[src/rtl/apb_pkg.sv]
// Shared APB definitions: transfer-phase state encoding and default bus widths,
// reused by the initiator and the slave-side register modules.
package apb_pkg;

    localparam int APB_AWIDTH = 4;
    localparam int APB_DWIDTH = 8;

    typedef enum logic [1:0] {
        IDLE   = 2'd0,
        SETUP  = 2'd1,
        ACCESS = 2'd2
    } apb_state_e;

endpackage

[src/rtl/apb_master_if.sv]
// Command/response port plus APB bus of the single-requester APB initiator.
// Command handshake: a command transfers on a rising PCLK when cmd_valid & cmd_ready are both 1;
// rsp_valid is a one-cycle pulse with no backpressure, rsp_rdata/rsp_err are qualified by it.
interface apb_master_if
    import apb_pkg::*;
#(
    parameter int AWIDTH = APB_AWIDTH,
    parameter int DWIDTH = APB_DWIDTH
);

    logic              cmd_valid;
    logic              cmd_ready;
    logic              cmd_write;
    logic [AWIDTH-1:0] cmd_addr;
    logic [DWIDTH-1:0] cmd_wdata;

    logic              rsp_valid;
    logic [DWIDTH-1:0] rsp_rdata;
    logic              rsp_err;

    logic              PSEL;
    logic              PENABLE;
    logic              PWRITE;
    logic [AWIDTH-1:0] PADDR;
    logic [DWIDTH-1:0] PWDATA;
    logic [DWIDTH-1:0] PRDATA;
    logic              PREADY;
    logic              PSLVERR;

    modport master (
        input  cmd_valid, cmd_write, cmd_addr, cmd_wdata, PRDATA, PREADY, PSLVERR,
        output cmd_ready, rsp_valid, rsp_rdata, rsp_err, PSEL, PENABLE, PWRITE, PADDR, PWDATA
    );

    modport slave (
        output cmd_valid, cmd_write, cmd_addr, cmd_wdata, PRDATA, PREADY, PSLVERR,
        input  cmd_ready, rsp_valid, rsp_rdata, rsp_err, PSEL, PENABLE, PWRITE, PADDR, PWDATA
    );

endinterface

[src/rtl/apb_timeout_cnt.sv]
// Wait-state counter for the APB initiator: cleared while in SETUP, counts ACCESS cycles
// without PREADY, and flags when the count equals LIMIT.
module apb_timeout_cnt #(
    parameter int LIMIT = 15
) (
    input  logic clk,
    input  logic rst,
    input  logic clear,
    input  logic inc,
    output logic hit
);

    localparam logic [7:0] LIMIT_C = 8'(LIMIT);

    logic [7:0] count_q;

    always_ff @(posedge clk or posedge rst) begin
        if (rst) begin
            count_q <= '0;
        end else if (clear) begin
            count_q <= '0;
        end else if (inc) begin
            count_q <= count_q + 8'd1;
        end
    end

    assign hit = (count_q == LIMIT_C);

endmodule

[src/rtl/apb_master.sv]
// Single-requester APB initiator: one command in, SETUP/ACCESS sequencing, one response out.
// Define APB_MASTER_TIMEOUT_EN to abort transfers that wait more than TIMEOUT_CYCLES.
module apb_master
    import apb_pkg::*;
#(
    parameter int AWIDTH         = APB_AWIDTH,
    parameter int DWIDTH         = APB_DWIDTH,
    parameter int TIMEOUT_CYCLES = 15
) (
    input  logic         PCLK,
    input  logic         PRESET,
    apb_master_if.master bus,
    output apb_state_e   state_dbg
);

    if (TIMEOUT_CYCLES < 1 || TIMEOUT_CYCLES > 255) begin : g_bad_timeout
        $error("apb_master: TIMEOUT_CYCLES must be within 1..255");
    end

    apb_state_e        state_q, state_d;
    logic              done, abort, ready, accept;
    logic [AWIDTH-1:0] paddr_q;
    logic [DWIDTH-1:0] pwdata_q, rdata_q;
    logic              pwrite_q, rsp_valid_q, rsp_err_q;

`ifdef APB_MASTER_TIMEOUT_EN
    logic tmo_hit;

    apb_timeout_cnt #(.LIMIT(TIMEOUT_CYCLES)) u_timeout_cnt (
        .clk   (PCLK),
        .rst   (PRESET),
        .clear (state_q == SETUP),
        .inc   (state_q == ACCESS && !bus.PREADY),
        .hit   (tmo_hit)
    );

    // PREADY wins over a timeout that expires in the same cycle.
    assign abort = (state_q == ACCESS) && !bus.PREADY && tmo_hit;
`else
    assign abort = 1'b0;
`endif

    always_comb begin
        done    = (state_q == ACCESS) && bus.PREADY;
        ready   = (state_q == IDLE) || done;
        accept  = bus.cmd_valid && ready;
        state_d = state_q;
        unique case (state_q)
            IDLE:    if (accept) state_d = SETUP;
            SETUP:   state_d = ACCESS;
            ACCESS: begin
                if (done) begin
                    state_d = accept ? SETUP : IDLE;
                end else if (abort) begin
                    state_d = IDLE;
                end
            end
            default: state_d = IDLE;
        endcase
    end

    always_ff @(posedge PCLK or posedge PRESET) begin
        if (PRESET) begin
            state_q <= IDLE;
        end else begin
            state_q <= state_d;
        end
    end

    // Address/control/data only load on a handshake, so they stay stable through SETUP,
    // every ACCESS cycle, and the following idle period.
    always_ff @(posedge PCLK or posedge PRESET) begin
        if (PRESET) begin
            paddr_q     <= '0;
            pwrite_q    <= 1'b0;
            pwdata_q    <= '0;
            rsp_valid_q <= 1'b0;
            rdata_q     <= '0;
            rsp_err_q   <= 1'b0;
        end else begin
            if (accept) begin
                paddr_q  <= bus.cmd_addr;
                pwrite_q <= bus.cmd_write;
                pwdata_q <= bus.cmd_wdata;
            end
            rsp_valid_q <= done || abort;
            if (done) begin
                rdata_q   <= pwrite_q ? '0 : bus.PRDATA;
                rsp_err_q <= bus.PSLVERR;
            end else if (abort) begin
                rdata_q   <= '0;
                rsp_err_q <= 1'b1;
            end
        end
    end

    assign bus.cmd_ready = ready;
    assign bus.PSEL      = (state_q != IDLE);
    assign bus.PENABLE   = (state_q == ACCESS);
    assign bus.PADDR     = paddr_q;
    assign bus.PWRITE    = pwrite_q;
    assign bus.PWDATA    = pwdata_q;
    assign bus.rsp_valid = rsp_valid_q;
    assign bus.rsp_rdata = rdata_q;
    assign bus.rsp_err   = rsp_err_q;
    assign state_dbg     = state_q;

endmodule

[src/flat_wrapper.sv]
// flat-port wrapper written by rule: the top's interface ports become plain ports
module apb_master_flat import apb_pkg::*;
#(
    parameter int AWIDTH         = APB_AWIDTH,
    parameter int DWIDTH         = APB_DWIDTH,
    parameter int TIMEOUT_CYCLES = 15
)
  (PCLK, PRESET, state_dbg, bus_cmd_valid, bus_cmd_write, bus_cmd_addr, bus_cmd_wdata, bus_PRDATA, bus_PREADY, bus_PSLVERR, bus_cmd_ready, bus_rsp_valid, bus_rsp_rdata, bus_rsp_err, bus_PSEL, bus_PENABLE, bus_PWRITE, bus_PADDR, bus_PWDATA);
  apb_master_if #(.AWIDTH(AWIDTH), .DWIDTH(DWIDTH)) bus_i ();
  input  logic PCLK;
  input  logic PRESET;
  output apb_state_e state_dbg;
  input wire logic [$bits(bus_i.cmd_valid)-1:0] bus_cmd_valid;
  input wire logic [$bits(bus_i.cmd_write)-1:0] bus_cmd_write;
  input wire logic [$bits(bus_i.cmd_addr)-1:0] bus_cmd_addr;
  input wire logic [$bits(bus_i.cmd_wdata)-1:0] bus_cmd_wdata;
  input wire logic [$bits(bus_i.PRDATA)-1:0] bus_PRDATA;
  input wire logic [$bits(bus_i.PREADY)-1:0] bus_PREADY;
  input wire logic [$bits(bus_i.PSLVERR)-1:0] bus_PSLVERR;
  output wire logic [$bits(bus_i.cmd_ready)-1:0] bus_cmd_ready;
  output wire logic [$bits(bus_i.rsp_valid)-1:0] bus_rsp_valid;
  output wire logic [$bits(bus_i.rsp_rdata)-1:0] bus_rsp_rdata;
  output wire logic [$bits(bus_i.rsp_err)-1:0] bus_rsp_err;
  output wire logic [$bits(bus_i.PSEL)-1:0] bus_PSEL;
  output wire logic [$bits(bus_i.PENABLE)-1:0] bus_PENABLE;
  output wire logic [$bits(bus_i.PWRITE)-1:0] bus_PWRITE;
  output wire logic [$bits(bus_i.PADDR)-1:0] bus_PADDR;
  output wire logic [$bits(bus_i.PWDATA)-1:0] bus_PWDATA;
  assign bus_i.cmd_valid = bus_cmd_valid;
  assign bus_i.cmd_write = bus_cmd_write;
  assign bus_i.cmd_addr = bus_cmd_addr;
  assign bus_i.cmd_wdata = bus_cmd_wdata;
  assign bus_i.PRDATA = bus_PRDATA;
  assign bus_i.PREADY = bus_PREADY;
  assign bus_i.PSLVERR = bus_PSLVERR;
  assign bus_cmd_ready = bus_i.cmd_ready;
  assign bus_rsp_valid = bus_i.rsp_valid;
  assign bus_rsp_rdata = bus_i.rsp_rdata;
  assign bus_rsp_err = bus_i.rsp_err;
  assign bus_PSEL = bus_i.PSEL;
  assign bus_PENABLE = bus_i.PENABLE;
  assign bus_PWRITE = bus_i.PWRITE;
  assign bus_PADDR = bus_i.PADDR;
  assign bus_PWDATA = bus_i.PWDATA;
  apb_master #(.AWIDTH(AWIDTH), .DWIDTH(DWIDTH), .TIMEOUT_CYCLES(TIMEOUT_CYCLES)) u_core (.PCLK(PCLK), .PRESET(PRESET), .bus(bus_i), .state_dbg(state_dbg));
endmodule
[config.mk]
export PLATFORM = sky130hd
export DESIGN_NAME = apb_master_flat
export DESIGN_NICKNAME = d
export VERILOG_FILES = /design/src/rtl/apb_pkg.sv /design/src/rtl/apb_master_if.sv /design/src/rtl/apb_timeout_cnt.sv /design/src/rtl/apb_master.sv /design/src/flat_wrapper.sv
export SDC_FILE = /design/constraint.sdc
export NUM_CORES = 1
export LEC_CHECK = 0
export ABC_CLOCK_PERIOD_IN_PS = 1800
export CAP_MARGIN = 10
export CORE_MARGIN = 10
export CORE_UTILIZATION = 38
export DETAILED_ROUTE_END_ITERATION = 12
export GPL_TIMING_DRIVEN = 0
export PLACE_DENSITY = 0.77
export SLEW_MARGIN = 10
export SYNTH_ARGS = -nofsm -noshare
export SYNTH_HDL_FRONTEND = slang
export SYNTH_HIERARCHICAL = 1
export SYNTH_SLANG_ARGS = --single-unit
[constraint.sdc]
create_clock -name PCLK -period 1.8 [get_ports PCLK]
set_input_delay 0.45 -clock PCLK [delete_from_list [all_inputs] [get_ports PCLK]]
set_output_delay 0.45 -clock PCLK [all_outputs]
set_load 0.1 [all_outputs]
======== Word-level counts from Yosys, hierarchy flattened ========
Index checks and enable logic that the tools add are counted.
word-level totals
  register bits ........................... 25
  latch bits .............................. 0
  memory bits (writable) .................. 0
  memory bits (read-only) ................. 0
  input port bits ......................... 26
  output and inout bits ................... 28
  logic and storage cells ................. 22
  memories ................................ 0
cells by class
  $add $sub $neg .......................... 0
  $mul .................................... 0
  divide/modulo/power cells ............... 0
  $lt $le $gt $ge ......................... 0
  eq/ne operators ......................... 4
  shifts and indexed selects .............. 0
  mux-type cells .......................... 5
  bitwise gates (word level) .............. 0
  reduce and logical (&&, ||, !) cells .... 6
operators by type and width
  operator                                               count
  two-way mux 8 bit                                      1
  one-hot mux 2 bit (3 select lines)                     1
  two-way mux 2 bit                                      2
  inequality test 2 x 1 -> 1 bit, second input constant  2
  equality test 2 x 1 -> 1 bit, second input constant    1
  equality test 2 bit, second input constant             1
  logical AND 1 bit                                      2
  zero test 2 bit                                        1
  AND reduction 2 bit                                    1
  nonzero test 2 bit                                     1
  logical OR 1 bit                                       1
  two-way mux 1 bit                                      1

======== Depth between registers and ports, before layout ========
Gate-level depths: netlist of the first run.
  depth in word-level cells ............... 7
  mapped depth ............................ 4
  mapped depth without buffers ............ 3

======== Worst setup path after synthesis of the first run ========
Ideal clock, no wire load.
  path type ............................... reg-to-output
  start point ............................. register u_core.state_q[1], in the netlist u_core/state_dbg[1]
  end point ............................... output bus_PENABLE
  arrival ................................. 2.408 ns
  required time ........................... 1.350 ns
  path slack .............................. -1.058 ns
  stages on the path, launching flop included .. 2
  buffers on the path ..................... 0
  cell sequence ........................... dfrtp_1 nor2b_1
between the ends
  cells in the longest elaborated chain, start to end .. 1
RTL lines
  what                    line                text
  from (decl)             apb_master.sv:20    apb_state_e state_q, state_d;
  from (signal assigned)  apb_master.sv:66    state_q <= state_d;
  equality test 2 bit     apb_master.sv:99    assign bus.PENABLE = (state_q == ACCESS);
  to (decl)               flat_wrapper.sv:25  output wire logic [$bits(bus_i.PENABLE)-1:0] bus_PENABLE;
No other way between the ends.

======== Worst setup path in the final report of the first run ========
  start point ............................. register u_core.state_q[0], in the netlist u_core/state_dbg[0]
  end point ............................... output bus_PSEL
between the ends
  cells in the longest elaborated chain, start to end .. 1
RTL lines
  what                line                text
  nonzero test 2 bit  apb_master.sv:98    assign bus.PSEL = (state_q != IDLE);
  to (decl)           flat_wrapper.sv:24  output wire logic [$bits(bus_i.PSEL)-1:0] bus_PSEL;
No other way between the ends.

==> results of run 1 <==
==> metal layers <==
layer,vias to the layer above,track usage [%],wire [µm]
met4,0,1.29,0
met3,0,6.12,314
met5,-,0,0
li1,366,-,-
met2,34,17.6,1300
met1,361,12.2,1020
==> per-stage QoR <==
stage / setup slack [ns] / utilization, % / cells
after floorplan: 0.0243 / - / 75
after global placement: -0.917 / 63.7 / 158
after detailed placement: -0.932 / 63.7 / 158
after CTS: 0.0000964 / 65.9 / 162
after global routing: -0.0228 / 65.8 / 162
final: 0.0353 / 65.8 / 162
==> worst max-delay path, delay by kind of cell (launching register included) <==
family | cells | cell delay [ns]
buffers and inverters | 1 | 0.19
DFF | 1 | 0.51
and+or+nand+nor | 1 | 0.31
==> worst paths after layout <==
path	depth (start not counted)	start	slack, ns	endpoint
min reg2reg	2	u_core/bus.rsp_rdata[4]$_DFFE_PP0P_	0.50	u_core/bus.rsp_rdata[4]$_DFFE_PP0P_
max	2	u_core/state_dbg[0]$_DFFE_PP0P_	0.04	bus_PSEL
min in group asynchronous	2	PRESET	0.62	u_core/bus.PWDATA[3]$_DFFE_PP0P_
min	2	u_core/bus.rsp_rdata[4]$_DFFE_PP0P_	0.50	u_core/bus.rsp_rdata[4]$_DFFE_PP0P_
max reg2reg	4	u_core/state_dbg[1]$_DFFE_PP0P_	0.22	u_core/bus.PWDATA[2]$_DFFE_PP0P_
max in group asynchronous	2	PRESET	0.56	u_core/state_dbg[0]$_DFFE_PP0P_
==> cell usage after synthesis, types with 2 or more instances <==
library cell	number
dfrtp_1	25
inv_1	2
mux2_2	6
mux2_4	9
nand2_1	8
nand2b_1	8
nor2_1	2
o21ai_0	8
==> cells by family (layout without fill, tap and decap cells) <==
logic type | count (synthesis) | in the layout | share of synthesized area (%)
AOI/OAI and AO/OA | 8 | 8 | 3.86
DFF | 25 | 25 | 60.4
and+or+nand+nor | 23 | 23 | 13.5
buffers and inverters | 4 | 61 | 2.66
muxes | 15 | 15 | 19.6
==> area by class of cell <==
type | instances | area [µm²]
clock inverter | 1 | 7.51
buffer | 2 | 20.0
timing repair buffer | 53 | 553
sequential | 25 | 628
fill | 198 | 871
clock buffer | 3 | 22.5
inverter | 2 | 7.51
multi-input combinational | 46 | 398
tap | 30 | 37.5
==> state kept, by name (all words and copies together), names as in the netlist <==
signal / flops
u_core/bus.rsp_err: 1
u_core/bus.rsp_valid: 1
u_core/state_dbg: 2
u_core/bus.rsp_rdata: 8
u_core/bus.PWRITE: 1
u_core/bus.PADDR: 4
u_core/bus.PWDATA: 8
==> report_power, final <==
part	switching, mW	internal, mW
combinational	1.48	0.452
clock	0.162	0.0845
sequential	0.107	0.718
==> run_results.csv, run 1 <==
group,metric,value,unit
synthesis,yosysTopAreaCell,"dfrtp_1",
clocking,tritoncts,"yes",
synthesis,netlist_instances,75,
drt,drt.antenna.violating_nets,0,
synthesis,ys_seq_area_share,60.4,%
drt,drc_errors,0,
place,hpwl,2100,µm
clocking,post_cts_buffers,0,
min_path,hold_class,"register to register",
die,row_count,18,
synthesis,syn_area,1040,µm²
clocking,clkLatencyLatePin,0.31,ns
job,cap_violations,0,
sta,setup_viol,0,
setup_path,arrival,1.31,ns
finish,nets,159,
setup_path,path_cells,"or2_2 -> buf_6",
finish,antenna_cells,0,
grt,grt.total_usage,10.7,%
finish,drive_above_1_share,42.4,%
setup_path,critical_path_peak_fanout,8,
clocking,clk_pin_slew,0.13,ns
outcome,outcome,"finished, final reports clean",
synthesis,synth_top_cell_area_share,60.4,%
clocking,cts_root_buffer,"clkbuf_4",
synthesis,synth-edff-count,0,
die,die_x,72.2,µm
pwr,peakVddDrop,0.00117,V
drt,via_per_inst,4.70,
synthesis,ys_async_sr_fraction,100,%
clocking,cts_num_sinks,25,
synthesis,ys_ff_latch,25,
sta,worst_pin_slew,0.911,ns
drt,drt_iter0_markers,18,
setup_path,start_kind,"register",
die,die_area,5220,µm²
sta,period_share,98.0,%
clocking,cts-hold-fix-buffers,0,
setup_path,max_stage_delay,0.51,ns
clocking,clockBufferDepth,2,
finish,area_delta_synth_final,61.6,%
grt,grt_max_degree,26,
grt,overflow,0,
synthesis,synth_flop_cell,"dfrtp_1",
sta,rsz0062_at_grt,"true",
drt,vias,761,
grt,antenna_found_initial,0,
pwr,p_total,3.00,mW
finish,layout_commonest_cell,"clkdlybuf4s50_1",
place,place_congestion,0.689,
sta,fin_crit,1.76,ns
grt,grt_pass1_wl,4610,µm
drt,first_pass_iters,2,
drt,post_drt_wl_per_cell,16.3,µm
sta,finalSetupTns,0,ns
sta,clock_skew,0.00921,ns
place,port_buffers,53,
die,die_h,72.2,µm
sta,fmax,0.567,GHz
synthesis,ys_types,15,
sta,final-hold-violation-count,0,
place,placed_area,1620,µm²
sta,hold_slack,0.500,ns
sta,max_slew_margin,39.2,%
clocking,cts_max_level,1,
sta,report.final.slew_viol_count,0,
clocking,cts_made_buffers,3,
synthesis,synth_fp_nets,101,
pwr,power_leakage,0.739,nW
finish,final_area,1670,µm²
synthesis,synth_top_cells_by_area,"dfrtp_1 (60%), mux2_4 (13%), mux2_2 (6.5%)",
setup_path,cp_slowest_cell,"dfrtp_2",
setup_path,critical_path_class,"register to primary output",
clocking,cts_resized,102,
pwr,power.density,1790,nW/µm²
die,coreArea,2540,µm²
synthesis,ys_warn_count,6,
synthesis,syn_area_per_cell,13.8,µm²
setup_path,endpoint_kind,"primary output",
setup_path,cp.required,1.35,ns
drt,drt_wl_total,2630,µm
die,ios,54,
die,start_util,40.7,%
finish,layout_common_cells,"clkdlybuf4s50_1 (24), dfrtp_1 (23), clkdlybuf4s15_2 (22)",
grt,first_global_vias,912,
Power figures use the tool's default switching activity.
==> run 2, diff against run 1 <==
--- a/config.mk
+++ b/config.mk
@@ -6,7 +6,6 @@
 export NUM_CORES = 1
 export LEC_CHECK = 0
 export ABC_CLOCK_PERIOD_IN_PS = 1800
-export CAP_MARGIN = 10
 export CORE_MARGIN = 10
 export CORE_UTILIZATION = 38
 export DETAILED_ROUTE_END_ITERATION = 12
==> results of run 2 <==
No change in the layout: final DEF, timing and power equal those of run 1.
